$ cat config.mk
export PLATFORM = sky130hd
export DESIGN_NAME = dual_port_ram
export DESIGN_NICKNAME = d
export VERILOG_FILES = /design/src/rtl/dual_port_ram_pkg.sv /design/src/rtl/dual_port_ram_port_reg.sv /design/src/rtl/dual_port_ram.sv
export SDC_FILE = /design/constraint.sdc
export NUM_CORES = 1
export LEC_CHECK = 0
export ABC_AREA = 1
export CORE_MARGIN = 2
export CORE_UTILIZATION = 25
export DETAILED_ROUTE_END_ITERATION = 6
export SLEW_MARGIN = 20
export SYNTH_ARGS = -nofsm -noshare
export SYNTH_HDL_FRONTEND = slang
export SYNTH_HIERARCHICAL = 1
export SYNTH_SLANG_ARGS = --single-unit
$ cat constraint.sdc
create_clock -name clk -period 3.06 [get_ports clk]
set_clock_uncertainty 0.2 [all_clocks]
set_input_delay 0.612 -clock clk [delete_from_list [all_inputs] [get_ports clk]]
set_output_delay 0.612 -clock clk [all_outputs]
set_load 0.03 [all_outputs]
$ cat src/rtl/dual_port_ram_pkg.sv
// -----------------------------------------------------------------------------
// dual_port_ram_pkg
// Shared constants and types for the true dual-port RAM.
//   DEFAULT_DATA_WIDTH : default word width (bits)
//   DEFAULT_ADDR_WIDTH : default address width (depth = 2**ADDR_WIDTH)
//   word_t             : one memory word at the default width
// -----------------------------------------------------------------------------
package dual_port_ram_pkg;

    localparam int DEFAULT_DATA_WIDTH = 8;
    localparam int DEFAULT_ADDR_WIDTH = 4;

    typedef logic [DEFAULT_DATA_WIDTH-1:0] word_t;

endpackage : dual_port_ram_pkg

$ cat src/rtl/dual_port_ram_port_reg.sv
// -----------------------------------------------------------------------------
// dual_port_ram_port_reg
// Registered read-data stage for one RAM port. Captures the word read from
// the array every cycle and clears to zero on reset.
//   clk      : clock, rising edge
//   rst      : synchronous active-high reset
//   rd_word  : word read combinationally from the storage array
//   data_out : registered read data
// -----------------------------------------------------------------------------
module dual_port_ram_port_reg
    import dual_port_ram_pkg::*;
#(
    parameter int DATA_WIDTH = DEFAULT_DATA_WIDTH
) (
    input  logic                  clk,
    input  logic                  rst,
    input  logic [DATA_WIDTH-1:0] rd_word,
    output logic [DATA_WIDTH-1:0] data_out
);

    logic [DATA_WIDTH-1:0] dout_d;
    logic [DATA_WIDTH-1:0] dout_q;

    always_comb begin
        dout_d = rd_word;
    end

    always_ff @(posedge clk) begin
        if (rst) begin
            dout_q <= '0;
        end else begin
            dout_q <= dout_d;
        end
    end

    assign data_out = dout_q;

endmodule : dual_port_ram_port_reg

$ cat src/rtl/dual_port_ram.sv
// -----------------------------------------------------------------------------
// dual_port_ram
// True dual-port synchronous RAM: two independent read/write ports sharing
// one storage array and one clock. Reads are registered (1-cycle latency)
// and read-first; on a same-address double write port A wins.
//   clk        : clock, rising edge
//   rst        : synchronous active-high reset (clears array and outputs)
//   addr_a     : port A word address
//   data_in_a  : port A write data
//   we_a       : port A write enable
//   data_out_a : port A registered read data
//   addr_b     : port B word address
//   data_in_b  : port B write data
//   we_b       : port B write enable
//   data_out_b : port B registered read data
// -----------------------------------------------------------------------------
module dual_port_ram
    import dual_port_ram_pkg::*;
#(
    parameter int DATA_WIDTH = DEFAULT_DATA_WIDTH,
    parameter int ADDR_WIDTH = DEFAULT_ADDR_WIDTH
) (
    input  logic                  clk,
    input  logic                  rst,
    input  logic [ADDR_WIDTH-1:0] addr_a,
    input  logic [DATA_WIDTH-1:0] data_in_a,
    input  logic                  we_a,
    output logic [DATA_WIDTH-1:0] data_out_a,
    input  logic [ADDR_WIDTH-1:0] addr_b,
    input  logic [DATA_WIDTH-1:0] data_in_b,
    input  logic                  we_b,
    output logic [DATA_WIDTH-1:0] data_out_b
);

    localparam int DEPTH = 2 ** ADDR_WIDTH;

    logic [DATA_WIDTH-1:0] mem_q [DEPTH];
    logic [DATA_WIDTH-1:0] mem_d [DEPTH];
    logic [DATA_WIDTH-1:0] rd_word_a;
    logic [DATA_WIDTH-1:0] rd_word_b;

    // Reads come from the current (pre-write) contents, which makes both
    // same-port and cross-port read-during-write return the old word.
    always_comb begin
        rd_word_a = mem_q[addr_a];
        rd_word_b = mem_q[addr_b];
    end

    // Port B is applied first so that port A overwrites it when both ports
    // target the same address in the same cycle.
    always_comb begin
        mem_d = mem_q;
        if (we_b) begin
            mem_d[addr_b] = data_in_b;
        end
        if (we_a) begin
            mem_d[addr_a] = data_in_a;
        end
    end

    always_ff @(posedge clk) begin
        if (rst) begin
            for (int i = 0; i < DEPTH; i++) begin
                mem_q[i] <= '0;
            end
        end else begin
            mem_q <= mem_d;
        end
    end

    dual_port_ram_port_reg #(
        .DATA_WIDTH (DATA_WIDTH)
    ) u_port_reg_a (
        .clk      (clk),
        .rst      (rst),
        .rd_word  (rd_word_a),
        .data_out (data_out_a)
    );

    dual_port_ram_port_reg #(
        .DATA_WIDTH (DATA_WIDTH)
    ) u_port_reg_b (
        .clk      (clk),
        .rst      (rst),
        .rd_word  (rd_word_b),
        .data_out (data_out_b)
    );

endmodule : dual_port_ram

==> flow_summary_export.csv, run 1 <==
group,metric,value,unit
die,coreArea,0.0388,mm2
layout,final_common_cell,"nand2_1",
clocking,cts_tree,"done",
worst_setup_path,start_kind,"input pin",
placed_design,gp_congestion,0.951,
synthesis,syn_nets,1866,
worst_setup_path,crit_type,"input pin to flip-flop",
layout,nets,1891,
worst_setup_path,worstPathCellList,"clkdlybuf4s50_1 -> nand3_1 -> nor2_2 -> inv_1 -> nand2_1 -> nand3_1 -> nand2_1 -> inv_1",
worst_setup_path,critPathMaxStageDelay,0.57,ns
synthesis,netlist_area,0.00988,mm2
global_routing,grt_max_degree,54,
global_routing,grtUsageMet2,30.1,%
power,p_leak,6.41,nW
synthesis,ys_warn_count,6,
synthesis,synth_cell_types,19,
die,dieArea,0.0411,mm2
synthesis,synthCells,1838,
die,row_count,72,
power,power_density,447,mW/mm2
routing,vias,11400,
job,maxCapViolCount,0,
timing,fin_tns_setup,0,ns
die,die_x,203,um
layout,antennaDiodeCount,0,
global_routing,grt_pass1_vias,10300,
clocking,ctsResizeCount,0,
clocking,cts_setup_buffers,0,
worst_setup_path,required,3.19,ns
timing,setup_viol,0,
clocking,numCtsBuffers,17,
global_routing,use_met1,26.3,%
layout,final_cell_mix,"nand2_1 (1070), inv_1 (193), dfxtp_1 (144), a21oi_1 (128), nand3_1 (115)",
timing,tightest_slew,0.638,ns
worst_setup_path,cp_slowest_cell,"clkdlybuf4s50_1",
status,violations,"design-rule violations",
routing,vias_per_cell,4.76,
clocking,clkTransAtPathRegs,0.07,ns
clocking,root_buffer,"clkbuf_16",
layout,drive_above_1_share,7.15,%
clocking,h-tree-depth,4,
timing,finalHoldViolCount,0,
die,die_h,203,um
global_routing,antenna_found_initial,1,
synthesis,avgSynthCellArea,5.38,um2
die,start_util,25.5,%
routing,drt_drc_violations_left,5,
power,ir_worst_vdd,0.393,mV
clocking,cts_buffer_depth,2,
global_routing,grtUsageMet3,4.08,%
clocking,clock_sinks,144,
layout,final_util,29.9,%
synthesis,synth_seq_area_share,29.2,%
timing,finalMaxSlewViolations,0,
routing,ant_nets,0,
placed_design,io_buffers,43,
placed_design,dp_hpwl,28200,um
timing,min_period,2.40,ns
layout,syn2layout_area_growth,17.3,%
timing,fmax,0.417,GHz
clocking,cts_hold_buf,0,
min_path,hp-class,"input pin to flip-flop",
global_routing,top_usage_layer,"met2",
timing,fin_crit_sh,78.3,%
routing,routed_wl,40500,um
global_routing,grt_overflow_total,0,
routing,wl_per_cell,16.9,um
timing,slew_headroom,57.4,%
worst_setup_path,reg2reg_depth,10,
synthesis,yosysTopAreaCell,"nand2_1",
min_path,hold_depth,2,
routing,first_pass_iters,7,
worst_setup_path,critPathArrivalTime,2.53,ns
synthesis,ys_seq_elements,144,
worst_setup_path,cp_num_cells,8,
worst_setup_path,endpoint_kind,"flip-flop",
synthesis,synth.area.top_cells,"nand2_1 (41%), dfxtp_1 (29%), inv_1 (7.4%)",
clocking,clock_latency,0.45,ns
timing,rsz0062_at_grt,"no",
worst_setup_path,crit_family,"simple AND/OR/NAND/NOR gates",
status,status,"complete, but fails checks",
die,ios,44,
global_routing,track_usage,19.5,%
worst_setup_path,path_max_fanout,9,
global_routing,grt_pass1_wl,60700,um
worst_setup_path,path_buf_inv,3,
synthesis,yosys.area.top_type_share,40.6,%
routing,drt_iter0_markers,1207,
==> power by group <==
part           internal (mW)  switching (mW)
clock network           1.53           0.927
logic                  0.214           0.517
registers               1.93          0.0568
total                   3.68            1.50
==> stage by stage <==
step,setup WS (ns),power (mW),hold WS (ns),cell area [um2],instances
floorplan,1.19,2.46,0.320,9880,1838
global placement,0.303,2.74,0.341,10900,2362
detailed placement,0.268,2.75,0.343,10900,2362
CTS,0.682,5.18,0.301,11600,2393
global route,0.563,5.35,0.334,11600,2393
finish,0.664,5.18,0.320,11600,2393
==> synth_stat cells (all sizes together) <==
cell	n
nor2	49
inv	217
o21ai	24
nand2	1070
clkbuf	40
nand3	120
buf	43
dfxtp	144
clkinv	3
a21oi	128
==> registers in the layout (all words and copies together), names as in the netlist <==
register and cells:
mem_q 128, u_port_reg_a/data_out 8, u_port_reg_b/data_out 8
==> kinds of logic after synthesis <==
group           after synthesis  synth area share (%)
flops                       144                  29.2
buf+inv                     303                  12.5
simple gates               1239                  50.6
compound gates              152                  7.70
==> area by class of cell <==
type | instances | area (um2)
timing repair buffer | 89 | 811
clock inverter | 13 | 236
tap | 518 | 648
inverter | 220 | 826
clock buffer | 18 | 429
sequential | 144 | 2880
multi-input combinational | 1391 | 5760
fill | 4369 | 27200
==> routing by layer <==
layer	vias up	share of wire, %
met1	5168	43
met4	0	3.5
met3	94	9.5
met5	-	0
met2	549	44
li1	5574	-
==> worst register-to-register path, stage by stage (launching register included) <==
cell	delay, ns
dfxtp_1	0.40
nand2_1	0.08
nand2_1	0.10
nand2_1	0.06
nand2_1	0.10
nand2_1	0.05
nand2_1	0.08
inv_1	0.05
nand2_1	0.13
inv_1	0.06
nor2_1	0.07
==> path summary, 6_finish.rpt <==
check                                      startpoint                                  end  slack (ns)
worst min-delay path                              rst  u_port_reg_a/data_out[6]$_SDFF_PP0_        0.32
worst max register to register  mem_q[106]$_SDFF_PP0_  u_port_reg_b/data_out[2]$_SDFF_PP0_        1.62
worst min register to register   mem_q[26]$_SDFF_PP0_                 mem_q[26]$_SDFF_PP0_        0.36
worst max-delay path                             we_b                 mem_q[79]$_SDFF_PP0_        0.66
No activity file was read; power rests on OpenSTA's default activity.
==> run 2: changes to the inputs <==
==> constraint.sdc (replaced) <==
create_clock -name clk -period 2 [get_ports clk]
set_clock_uncertainty 0.2 [all_clocks]
set_input_delay 0.4 -clock clk [delete_from_list [all_inputs] [get_ports clk]]
set_output_delay 0.4 -clock clk [all_outputs]
set_load 0.03 [all_outputs]
==> flow_summary_export.csv, run 2 (same netlist as run 1, synthesis figures left out) <==
group,metric,value,unit
power,p_leak,6.86,nW
die,row_count,72,
clocking,cts_tree,"done",
clocking,clkTransAtPathRegs,0.06,ns
worst_setup_path,path_common_cell,"nand2_1",
routing,routed_wl,41200,um
routing,vias_per_cell,4.68,
layout,ff_latch_area,0.00288,mm2
die,coreArea,0.0388,mm2
layout,final_cell_mix,"nand2_1 (1070), inv_1 (193), dfxtp_1 (144), a21oi_1 (128), nand3_1 (115)",
global_routing,grt_overflow_total,0,
clocking,cts_setup_buffers,0,
power,power_density,631,mW/mm2
clocking,h-tree-depth,4,
layout,drive_above_1_share,9.98,%
routing,ant_nets,0,
worst_setup_path,start_kind,"input pin",
clocking,clock_latency,0.44,ns
die,die_x,203,um
worst_setup_path,crit_type,"input pin to flip-flop",
die,start_util,25.5,%
timing,finalMaxSlewViolations,0,
routing,first_pass_iters,6,
worst_setup_path,endpoint_kind,"flip-flop",
layout,nets,1948,
timing,tightest_slew,0.548,ns
routing,drt_drc_violations_left,0,
clocking,cts_hold_buf,0,
timing,min_period,1.91,ns
worst_setup_path,crit_family,"buffers and inverters",
layout,final_cell_count_no_fill,2452,
worst_setup_path,path_buf_inv,4,
min_path,hp-class,"input pin to flip-flop",
power,ir_worst_vdd,0.487,mV
worst_setup_path,path_max_fanout,10,
clocking,clock_sinks,144,
clocking,numCtsBuffers,17,
die,ios,44,
layout,syn2layout_area_growth,24.3,%
placed_design,dp_hpwl,28600,um
global_routing,grt_pass1_vias,10800,
worst_setup_path,cp_slowest_cell,"clkdlybuf4s50_1",
worst_setup_path,critPathArrivalTime,2.09,ns
layout,final_common_cell,"nand2_1",
clocking,cts_buffer_depth,2,
placed_design,post-place-cells,2419,
worst_setup_path,worstPathCellList,"clkdlybuf4s50_1 -> inv_1 -> nand2_1 -> clkinv_1 -> nand2_1 -> nand2_1 -> nand3_1 -> nand3_1 -> inv_1",
placed_design,io_buffers,43,
timing,whs,0.238,ns
status,status,"finished, final reports clean",
die,dieArea,0.0411,mm2
global_routing,antenna_found_initial,1,
timing,fin_crit_sh,95.6,%
worst_setup_path,critPathMaxStageDelay,0.56,ns
timing,slew_headroom,63.5,%
global_routing,grt_max_degree,52,
routing,vias,11500,
layout,multiInputGateArea,0.00576,mm2
global_routing,track_usage,20.1,%
layout,largest_reg_flops,128,
die,die_h,203,um
timing,setup_viol,0,
layout,regMostFlops,"mem_q",
global_routing,grt_pass1_wl,63100,um
placed_design,dpl_cell_area,0.0117,mm2
clocking,root_buffer,"clkbuf_16",
layout,final_area,0.0123,mm2
timing,rsz0062_at_grt,"no",
routing,wl_per_cell,16.8,um
routing,drt_iter0_markers,1041,
layout,fillers,4325,
job,maxCapViolCount,0,
timing,finalHoldViolCount,0,
placed_design,gp_congestion,0.983,
worst_setup_path,required,2.18,ns
timing,fmax,0.523,GHz
-- run 2: changes by cell type in the layout (fill, tap and decap cells not counted), moves of 3 or more --
cell and delta:
dlygate4sd2_1 +16, inv_6 +4, bufinv_16 -3, clkdlybuf4s50_1 -16, buf_4 +31, buf_12 +26
-- run 2: cell type report --
type	count	share of cell area, %
antenna	1	0.0204
clock buffer	18	3.58
clock inverter	14	1.45
inverter	220	6.72
multi-input combinational	1391	46.9
sequential	144	23.5
tap	518	5.28
timing repair buffer	146	12.6
-- run 2: worst paths after layout --
check	startpoint	end	slack [ns]	cells after the start
worst min-delay path	rst	u_port_reg_a/data_out[2]$_SDFF_PP0_	0.24	3
worst max-delay path	addr_b[3]	mem_q[67]$_SDFF_PP0_	0.09	9
worst max register to register	mem_q[82]$_SDFF_PP0_	u_port_reg_b/data_out[2]$_SDFF_PP0_	0.59	10
worst min register to register	mem_q[126]$_SDFF_PP0_	mem_q[126]$_SDFF_PP0_	0.36	4
-- run 2: power by group --
group	total, mW	switching, mW	internal (mW)	leakage, nW
clock network	3.45	1.43	2.02	0.302
logic	1.26	0.818	0.438	5.40
registers	3.05	0.0889	2.96	1.17
total	7.75	2.34	5.42	6.86
-- run 2: stage by stage --
step / utilization, % / setup slack [ns] / power [mW] / TNS (ns)
after floorplan: - / 0.338 / 3.76 / 0
after global placement: 30.1 / -0.289 / 4.34 / -27.50
after detailed placement: 30.1 / -0.298 / 4.35 / -31.42
after CTS: 31.6 / 0.123 / 7.77 / 0
after global routing: 31.6 / 0.0293 / 8.02 / 0
final: 31.6 / 0.0882 / 7.75 / 0
-- run 2: layer usage --
layer	vias up	track usage, %	routed length (um)
li1	5698	-	-
met1	5203	27.6	18200
met2	488	31.4	18300
met3	78	3.05	3130
met4	0	8.52	1500
met5	-	0	0
-- run 2: worst reg2reg max path: stages, from the launching register on --
cell     delay (ns)
dfxtp_1        0.37
nand2_1        0.07
nand2_1        0.08
nand2_1        0.07
nand2_1        0.19
nand2_1        0.09
nand2_1        0.08
inv_1          0.04
nand2_1        0.05
inv_1          0.03
nor2_1         0.08
-- run 2: timing repair --
item                       in CTS  in global routing
resized for setup              16                  0
hold endpoints to repair        0                  0
setup endpoints to repair      16                  0
==> run 3: changes to the inputs <==
--- a/config.mk
+++ b/config.mk
@@ -9,6 +9,7 @@
 export CORE_MARGIN = 2
 export CORE_UTILIZATION = 25
 export DETAILED_ROUTE_END_ITERATION = 6
+export DONT_BUFFER_PORTS = 1
 export SLEW_MARGIN = 20
 export SYNTH_ARGS = -nofsm -noshare
 export SYNTH_HDL_FRONTEND = slang
==> flow_summary_export.csv, run 3 (same netlist as run 1, synthesis figures left out) <==
group,metric,value,unit
power,p_seq_share,41.8,%
layout,final_cell_mix,"nand2_1 (1065), inv_1 (185), a21oi_1 (128), dfxtp_1 (122), nand3_1 (115)",
routing,vias,11400,
global_routing,grt_pass1_wl,63200,um
worst_setup_path,required,2.20,ns
clocking,cts_setup_buffers,0,
layout,drive_above_1_share,9.01,%
power,p_int,5.14,mW
min_path,holdPathEnd,"mem_q[71]$_SDFF_PP0_",
placed_design,io_buffers,0,
power,p_leak,6.51,nW
layout,regMostFlops,"mem_q",
layout,final_util,30.2,%
worst_setup_path,path_max_fanout,16,
die,die_h,203,um
power,power_density,626,mW/mm2
clocking,cts_buffer_depth,2,
worst_setup_path,r2r_start,"mem_q[68]$_SDFF_PP0_",
timing,fin_tns_setup,0,ns
global_routing,grt_overflow_total,0,
timing,finalHoldViolCount,0,
placed_design,dpl_cell_area,0.0105,mm2
global_routing,antenna_found_initial,3,
placed_design,post-place-cells,2318,
global_routing,use_met1,26.8,%
power,ir_worst_vdd,0.656,mV
layout,final_common_cell,"nand2_1",
routing,wl_per_cell,17.4,um
layout,largest_reg_flops,128,
global_routing,grtUsageMet2,31.7,%
timing,slew_headroom,20.5,%
global_routing,track_usage,20.4,%
clocking,h-tree-depth,4,
die,coreArea,0.0388,mm2
min_path,hold_start,"data_in_b[7]",
worst_setup_path,r2r-end,"u_port_reg_a/data_out[4]$_SDFF_PP0_",
global_routing,grtUsageMet3,4.70,%
clocking,clock_latency,0.45,ns
global_routing,top_usage_layer,"met2",
worst_setup_path,start_kind,"input pin",
timing,fmax,0.518,GHz
routing,drt_drc_violations_left,0,
layout,final_area,0.0117,mm2
worst_setup_path,reg2reg_depth,11,
worst_setup_path,critPathArrivalTime,2.13,ns
worst_setup_path,crit_type,"input pin to flip-flop",
power,comb_power_share,13.9,%
timing,rsz0062_at_grt,"no",
min_path,hp-class,"input pin to flip-flop",
timing,min_period,1.93,ns
placed_design,place_ws,0.162,ns
routing,ant_nets,0,
min_path,hold_depth,3,
clocking,root_buffer,"clkbuf_16",
layout,fillers,4357,
timing,setup_viol,0,
layout,nets,1901,
timing,whs,0.0953,ns
placed_design,dp_hpwl,27400,um
timing,tightest_slew,1.19,ns
power,p_sw_share,29.9,%
die,start_util,25.5,%
clocking,clock_sinks,144,
timing,fin_ws,0.0679,ns
power,pwr-share-clk,44.3,%
die,die_x,203,um
die,ios,44,
routing,drt_iter0_markers,1115,
clocking,clkTransAtPathRegs,0.07,ns
clocking,cts_tree,"done",
layout,syn2layout_area_growth,18.7,%
power,total_power,7.34,mW
layout,ff_latch_area,0.00291,mm2
routing,routed_wl,41800,um
routing,vias_per_cell,4.75,
timing,finalMaxSlewViolations,0,
job,maxCapViolCount,0,
global_routing,grt_max_degree,68,
worst_setup_path,endpoint_kind,"flip-flop",
timing,fin_crit_sh,96.6,%
layout,final_cell_count_no_fill,2408,
die,dieArea,0.0411,mm2
die,row_count,72,
clocking,numCtsBuffers,17,
worst_setup_path,regToRegSetupSlack,0.08,ns
routing,first_pass_iters,6,
power,p_sw,2.20,mW
layout,multiInputGateArea,0.00577,mm2
placed_design,gp_congestion,0.965,
status,status,"finished, final reports clean",
global_routing,grt_pass1_vias,10700,
[run 3: changes by cell type in the layout (fill, tap and decap cells not counted), sizes merged, moves of 2 or more]
cell           change
clkinvlp           +4
diode              +3
dlygate4sd3       +48
clkdlybuf4s50     -24
buf               -55
dlygate4sd2       -16
inv                -4
clkbuf             +2
[run 3: what timing repair did]
item,4_1_cts,5_1_grt
hold buffers,54,1
endpoints found under the hold margin,142,1
endpoints found under the setup margin,0,14
gates resized for setup,0,35
[run 3: worst max path at each step]
stage / depth (start not counted) / startpoint / slack (ns) / to
CTS: 11 / mem_q[86]$_SDFF_PP0_ / 0.08 / u_port_reg_a/data_out[6]$_SDFF_PP0_
detailed placement: 8 / addr_b[0] / 0.16 / mem_q[78]$_SDFF_PP0_
finish: 5 / data_in_b[5] / 0.07 / mem_q[61]$_SDFF_PP0_
global route: 11 / mem_q[71]$_SDFF_PP0_ / 0.0005 / u_port_reg_a/data_out[7]$_SDFF_PP0_
floorplan: 9 / addr_b[1] / 0.34 / mem_q[80]$_SDFF_PP0_
global placement: 8 / addr_a[0] / 0.17 / mem_q[40]$_SDFF_PP0_
[run 3: layout make-up]
class	instances	area share [%]
multi-input cells	1391	49.2
diodes	4	0.0853
clock inverters	12	1.17
repair buffers	99	8.45
flip-flops and latches	144	24.8
inverters	220	7.04
well taps	518	5.52
clock buffers	20	3.72
[run 3: routing by layer]
metal | up-vias | share of wire, % | routed length [um]
met2 | 519 | 44 | 18500
met5 | - | 0.024 | 10
li1 | 5614 | - | -
met3 | 92 | 9.8 | 4090
met1 | 5201 | 42 | 17600
met4 | 2 | 4.0 | 1670
[run 3: power groups by stage]
| stage | clock, mW | combinational, mW | sequential (mW) |
|---|---|---|---|
| global route | 3.39 | 1.12 | 3.07 |
| floorplan | 0 | 0.669 | 3.09 |
| detailed placement | 0 | 0.797 | 3.13 |
| CTS | 3.28 | 0.996 | 3.06 |
| finish | 3.25 | 1.02 | 3.07 |
| global placement | 0 | 0.788 | 3.13 |
[run 3: worst max-delay path: stages]
cell and delay [ns]:
dlygate4sd3_1 1.33, nand2_1 0.16, nand3_1 0.14, nand2_1 0.05, inv_1 0.04
